===== src/rtl/taiga_event_counter_bank.sv =====
// Bank of performance counters fed by per-cycle multi-bit event increments.
// Each channel keeps a live counter, a sticky overflow flag and a shadow copy.
// Shadows are loaded atomically by a manual or periodic snapshot and are read
// through a registered single-port read interface.

// One counter channel: live count, sticky overflow and its shadow copy.
module taiga_ecb_lane #(
    parameter int COUNTER_W = 32,
    parameter int INC_W     = 4,
    parameter int SATURATE  = 0
) (
    input  logic                 clk,
    input  logic                 rst_n,
    input  logic [INC_W-1:0]     inc,
    input  logic                 clear,
    input  logic                 snap,
    output logic [COUNTER_W-1:0] shadow,
    output logic                 shadow_ovf
);
    logic [COUNTER_W-1:0] live;
    logic [COUNTER_W-1:0] live_nxt;
    logic                 ovf;
    logic                 ovf_nxt;
    logic [COUNTER_W:0]   sum;
    logic                 carry;

    // One extra bit so the carry-out is the overflow indication.
    assign sum     = {1'b0, live} + (COUNTER_W+1)'(inc);
    assign carry   = sum[COUNTER_W];
    assign ovf_nxt = ovf | carry;

    generate
        if (SATURATE != 0) begin : g_sat
            // Clamp at all-ones; a saturated counter carries on any non-zero inc,
            // so it stays pinned.
            assign live_nxt = carry ? {COUNTER_W{1'b1}} : sum[COUNTER_W-1:0];
        end else begin : g_wrap
            assign live_nxt = sum[COUNTER_W-1:0];
        end
    endgenerate

    // Live update (clear wins over the pending increment) and shadow capture
    // of the post-update value, so snapshot+clear sees the pre-clear count.
    always_ff @(posedge clk) begin
        if (!rst_n) begin
            live       <= '0;
            ovf        <= 1'b0;
            shadow     <= '0;
            shadow_ovf <= 1'b0;
        end else begin
            if (clear) begin
                live <= '0;
                ovf  <= 1'b0;
            end else begin
                live <= live_nxt;
                ovf  <= ovf_nxt;
            end
            if (snap) begin
                shadow     <= live_nxt;
                shadow_ovf <= ovf_nxt;
            end
        end
    end
endmodule

module taiga_event_counter_bank #(
    parameter int NUM_EVENTS  = 32,
    parameter int COUNTER_W   = 32,
    parameter int INC_W       = 4,
    parameter int SATURATE    = 0,
    parameter int SNAP_PERIOD = 0,
    parameter int ADDR_W      = (NUM_EVENTS > 1) ? $clog2(NUM_EVENTS) : 1
) (
    input  logic                        clk,
    input  logic                        rst_n,
    input  logic                        count_en,
    input  logic [NUM_EVENTS*INC_W-1:0] event_inc,
    input  logic                        snapshot_req,
    input  logic                        clear_req,
    input  logic                        rd_req,
    input  logic [ADDR_W-1:0]           rd_addr,
    output logic                        rd_valid,
    output logic [COUNTER_W-1:0]        rd_data,
    output logic                        rd_overflow,
    output logic                        rd_err,
    output logic                        snap_done
);
    typedef struct packed {
        logic [COUNTER_W-1:0] data;
        logic                 ovf;
        logic                 err;
    } rd_rsp_t;

    logic [NUM_EVENTS-1:0][INC_W-1:0]     inc_r;
    logic [NUM_EVENTS-1:0][COUNTER_W-1:0] shadow;
    logic [NUM_EVENTS-1:0]                shadow_ovf;
    logic                                 tick;
    logic                                 snap_fire;
    logic [31:0]                          addr_ext;
    rd_rsp_t                              rsp_nxt;
    rd_rsp_t                              rsp_q;

    // Input stage: retime the wide event bus; disabled counting feeds zeros.
    always_ff @(posedge clk) begin
        if (!rst_n) inc_r <= '0;
        else        inc_r <= count_en ? event_inc : '0;
    end

    generate
        if (SNAP_PERIOD > 0) begin : g_auto
            localparam int            PW     = (SNAP_PERIOD > 1) ? $clog2(SNAP_PERIOD) : 1;
            localparam logic [PW-1:0] RELOAD = PW'(SNAP_PERIOD - 1);
            logic [PW-1:0] per_cnt;

            assign tick = (per_cnt == '0);

            // Down-counter for periodic snapshots; clear restarts the interval.
            always_ff @(posedge clk) begin
                if (!rst_n)                 per_cnt <= RELOAD;
                else if (clear_req || tick) per_cnt <= RELOAD;
                else                        per_cnt <= per_cnt - 1'b1;
            end
        end else begin : g_no_auto
            assign tick = 1'b0;
        end
    endgenerate

    // Manual and periodic requests merge into one snapshot and one pulse.
    assign snap_fire = snapshot_req | tick;

    generate
        for (genvar g = 0; g < NUM_EVENTS; g++) begin : g_lane
            taiga_ecb_lane #(
                .COUNTER_W (COUNTER_W),
                .INC_W     (INC_W),
                .SATURATE  (SATURATE)
            ) u_lane (
                .clk        (clk),
                .rst_n      (rst_n),
                .inc        (inc_r[g]),
                .clear      (clear_req),
                .snap       (snap_fire),
                .shadow     (shadow[g]),
                .shadow_ovf (shadow_ovf[g])
            );
        end
    endgenerate

    // Snapshot completion pulse, one cycle after capture.
    always_ff @(posedge clk) begin
        if (!rst_n) snap_done <= 1'b0;
        else        snap_done <= snap_fire;
    end

    assign addr_ext = 32'(rd_addr);

    // Read mux over the shadow bank; out-of-range addresses return an error.
    always_comb begin
        rsp_nxt = '0;
        if (addr_ext >= 32'(NUM_EVENTS)) begin
            rsp_nxt.err = 1'b1;
        end else begin
            for (int i = 0; i < NUM_EVENTS; i++) begin
                if (addr_ext == 32'(i)) begin
                    rsp_nxt.data = shadow[i];
                    rsp_nxt.ovf  = shadow_ovf[i];
                end
            end
        end
    end

    // Registered read response; payload holds between reads.
    always_ff @(posedge clk) begin
        if (!rst_n) begin
            rd_valid <= 1'b0;
            rsp_q    <= '0;
        end else begin
            rd_valid <= rd_req;
            if (rd_req) rsp_q <= rsp_nxt;
        end
    end

    assign rd_data     = rsp_q.data;
    assign rd_overflow = rsp_q.ovf;
    assign rd_err      = rsp_q.err;
endmodule


===== config.mk =====
export PLATFORM = sky130hd
export DESIGN_NAME = taiga_event_counter_bank
export DESIGN_NICKNAME = d
export VERILOG_FILES = /design/src/rtl/taiga_event_counter_bank.sv
export SDC_FILE = /design/constraint.sdc
export NUM_CORES = 2
export LEC_CHECK = 0
export BUFFER_PORTS_ARGS = -buffer_cell sky130_fd_sc_hd__buf_2
export CELL_PAD_IN_SITES_DETAIL_PLACEMENT = 1
export CELL_PAD_IN_SITES_GLOBAL_PLACEMENT = 1
export CORE_ASPECT_RATIO = 1.25
export CORE_MARGIN = 5
export CORE_UTILIZATION = 35
export DETAILED_ROUTE_END_ITERATION = 8
export HOLD_SLACK_MARGIN = 0.03
export PLACE_DENSITY_LB_ADDON = 0.15
export SLEW_MARGIN = 25
export SYNTH_ARGS = -nofsm -noshare
export SYNTH_HDL_FRONTEND = slang
export SYNTH_SLANG_ARGS = --single-unit

===== constraint.sdc =====
create_clock -name clk -period 2.8 [get_ports clk]
set_clock_uncertainty 0.1 [all_clocks]
set_input_delay 0 -clock clk [delete_from_list [all_inputs] [get_ports clk]]
set_output_delay 0 -clock clk [all_outputs]
set_load 0.01 [all_outputs]

==> summary.md <==
| Metric | Value |
|---|---|
| Status | `finished, violations left` |
| Violated checks | `setup timing` |
| Post-Layout Cell Count | `15500` |
| Register area share after synthesis | `0.478` |
| Max-slew headroom | `0.289` |
| Setup WS pre-CTS | `-0.953 ns` |
| Cells after Synth | `11000` |
| CP max stage delay | `0.79 ns` |
| Total CTS buffers | `246` |
| Crit path max fanout | `18` |
| Initial antenna violation count | `31` |
| Layout cells sized above 1 | `0.115` |
| Top-Level Pins | `175` |
| Footprint of the multi-input gates | `0.0461 mm^2` |
| Final setup violation count | `3` |
| Placed cell count | `14700` |
| Total GRT Usage | `0.282` |
| Crit start category | `input pin` |
| Synth Net Count | `11300` |
| Detail Placement HPWL | `309 mm` |
| Synthesized area | `0.0954 mm^2` |
| Postcts setup bufs | `0` |
| Worst Tran Pin Value | `1.05 ns` |
| RD Place Congestion | `0.979` |
| Mux cell area share after synthesis | `0.0242` |
| Sum Neg Setup Slack | `-0.0888 ns` |
| Critical R2R Launch | `g_lane[0].u_lane.shadow[24]` |
| # rows | `214` |
| Die Width | `477 um` |
| Ys Warns | `0` |
| Post-route ant nets | `0` |
| Synth top area share | `0.478` |
| Final hold vios | `0` |
| CTS tree | `built` |
| Clock insertion delay at the later pin of the skew report | `0.95 ns` |
| Hold path start | `count_en` |
| Top cells by area, synth | `dfxtp_1 (48%), nor2_1 (6.8%), xor2_1 (5.1%)` |
| Seq cells post-synth | `2275` |
| Fin crit period | `2.84 ns` |
| Die H | `594 um` |
| Worst r2r path cells | `8` |
| Maxcap violations | `0` |
| Asr flop ratio synth | `0` |
| Area leader, netlist | `dfxtp_1` |
| Most common cell on crit path | `buf_4` |
| CTS Buffer Depth | `4` |
| Core area | `0.272 mm^2` |
| Critical path cell sequence | `clkbuf_8 > dlygate4sd3_1 > nand2_1 > buf_4 > nor2_1 > a21o_1 > a221oi_1 > buf_4 > nand4_1 > buf_4 > a21oi_1 > buf_4 > o21ai_1` |
| Pwr/cell area | `636 mW/mm^2` |
| IO buf count | `173` |
| Required @ worst endpoint | `3.50 ns` |
| Total grt overflow | `0` |
| Hold Worst Slack | `0.0888 ns` |
| Via density | `5.45` |
| H-tree depth | `4` |
| Compound-gate portion of the synthesized area | `0.163` |
| Leakage power | `44.0 nW` |
| Post-synth top flop | `dfxtp_1` |
| Clock Sink Count | `2275` |
| Root buffer cell | `clkbuf_16` |
| Worst Hold Class | `in -> reg` |
| Tcrit/Tclk final | `1.01` |
| RSZ-0062 raised after global routing | `true` |
| Number of fill cells in the layout | `31100` |
| R2R setup slack | `0.02 ns` |
| TritonRoute pass-1 iters | `5` |
| Final WS setup | `-0.0361 ns` |
| Number of synthesized flops with an enable pin | `0` |
| Worst Hold Endpoint | `inc_r[120]` |
| Synth cell types | `99` |
| CP Data Arrival Time | `3.54 ns` |
| Fin. max-slew vios | `0` |
| Hold Path Depth | `3` |
| DR WL/cell | `26.7 um` |
| Synth Area in Adders | `0.0235` |
| CP Capture Type | `register` |
| Max Clk Rate | `353 MHz` |
| WL final | `414 mm` |
| Die Area | `0.283 mm^2` |
| CTS clk-pin slew, worst paths | `0.06 ns` |
| FF+latch area | `0.0455 mm^2` |
| XOR/XNOR Fraction of Synth Area | `0.0881` |
| Syn Area/Cell | `8.70 um^2` |
| RR Endpoint | `rd_data[24]` |
| Remaining routing DRC violations | `0` |
| Largest family of logic cells by synthesized area | `simple AND/OR/NAND/NOR gates` |
| Simple-Gate Fraction of Synth Area | `0.182` |
| DRT iter0 DRCs | `5824` |
| Most common cell after layout, fill and taps aside | `dfxtp_1` |
| Via count | `84500` |
| Nets@finish | `12000` |
| Kind of critical path | `in -> reg` |
| Largest net degree at the start of global routing | `154` |
| First-pass GRT wire length | `602 mm` |
| Initial Util | `0.351` |
| Crit-path slowest cell | `dlygate4sd3_1` |
| Commonest cells after routing, fill and taps aside | `dfxtp_1 (2273), nor2_1 (1730), a21oi_1 (938), o21ai_0 (862), buf_4 (567)` |
| Area Growth Syn to Fin | `22.3%` |
| Maximum vdd ir drop | `0.527 mV` |
| Vias in the first global route | `87000` |
through the flow:
stage	instance area, um^2	util	total power [W]
3_5_place_dp	104000	0.384	0.0402
4_1_cts	117000	0.429	0.0749
3_3_place_gp	104000	0.384	0.0401
5_1_grt	117000	0.429	0.0766
6_report	117000	0.430	0.0742
2_1_floorplan	95400	-	0.0370
power breakdown:
part	switching (W)	internal, W	total [W]
clock network	0.0143	0.0198	0.0342
logic	0.00367	0.00212	0.00579
registers	0.000979	0.0333	0.0342
total	0.0190	0.0552	0.0742
logic make-up after synthesis:
kind of cell,Yosys count
compound gates,2667
xor+xnor,959
fa+ha+maj,160
buf+inv,1012
flops,2275
mux,218
other cells,1
simple gates,3672
cells in the mapped netlist, types with 68 or more instances:
cell type	n
a211oi_1	307
nor2b_1	68
inv_1	305
xnor2_1	401
nor3_1	106
o21ai_0	867
o22ai_1	107
nand4_1	235
nand2_1	480
ha_1	128
nand3_1	311
xor2_1	558
clkbuf_1	564
and3_1	317
mux2i_1	186
buf_2	103
dfxtp_1	2275
nor2_1	1734
a22oi_1	71
a21oi_1	941
and2_1	176
how the worst max path moves through the flow:
stage	start	to	slack (ns)	depth (start not counted)
after CTS	g_lane[2].u_lane.shadow[23]	rd_data[23]	-0.03	8
after global placement	rd_addr[1]	rd_data[23]	-0.95	11
after detailed placement	rd_addr[1]	rd_data[23]	-0.95	11
after global routing	inc_r[120]	g_lane[30].u_lane.shadow[28]	-0.04	13
final	rd_addr[0]	rd_data[27]	-0.04	13
after floorplan	g_lane[18].u_lane.live[0]	g_lane[18].u_lane.shadow[30]	0.35	10
flip-flops by register name, summed over array words and instances (netlist names):
name	flops
g_lane.u_lane.shadow	1024
snap_done	1
rd_overflow	1
g_lane.u_lane.live	1024
rd_data	32
inc_r	128
g_lane.u_lane.shadow_ovf	32
rd_valid	1
g_lane.u_lane.ovf	32
critical path, delay by kind of cell:
kind	cells	cell delay [ns]
AO/OA/AOI/OAI	4	1.14
buffers and inverters	6	1.87
AND/OR/NAND/NOR	3	0.49
layer usage:
layer | share of wire | GRT usage | routed length (um) | vias to the layer above
met5 | 0.00010 | 0 | 43 | -
met4 | 0.052 | 0.123 | 21300 | 8
met3 | 0.044 | 0.0333 | 18100 | 667
met2 | 0.48 | 0.482 | 197000 | 1949
met1 | 0.43 | 0.358 | 178000 | 42500
li1 | - | - | - | 39400
area by class of cell:
cell class | count | share of cell area
Sequential cell | 2275 | 0.391
Clock inverter | 103 | 0.0111
Tap cell | 3564 | 0.0382
Antenna cell | 14 | 0.000300
Clock buffer | 343 | 0.0602
Multi-Input combinational cell | 7677 | 0.395
Inverter | 308 | 0.00998
Timing Repair Buffer | 1230 | 0.0945
repair_timing:
action	CTS	global route
endpoints found under the setup margin	4	60
hold buffers	398	0
gates resized for setup	17	21
endpoints found under the hold margin	1338	0
pin swaps	9	0
Power figures use the tool's default switching activity.
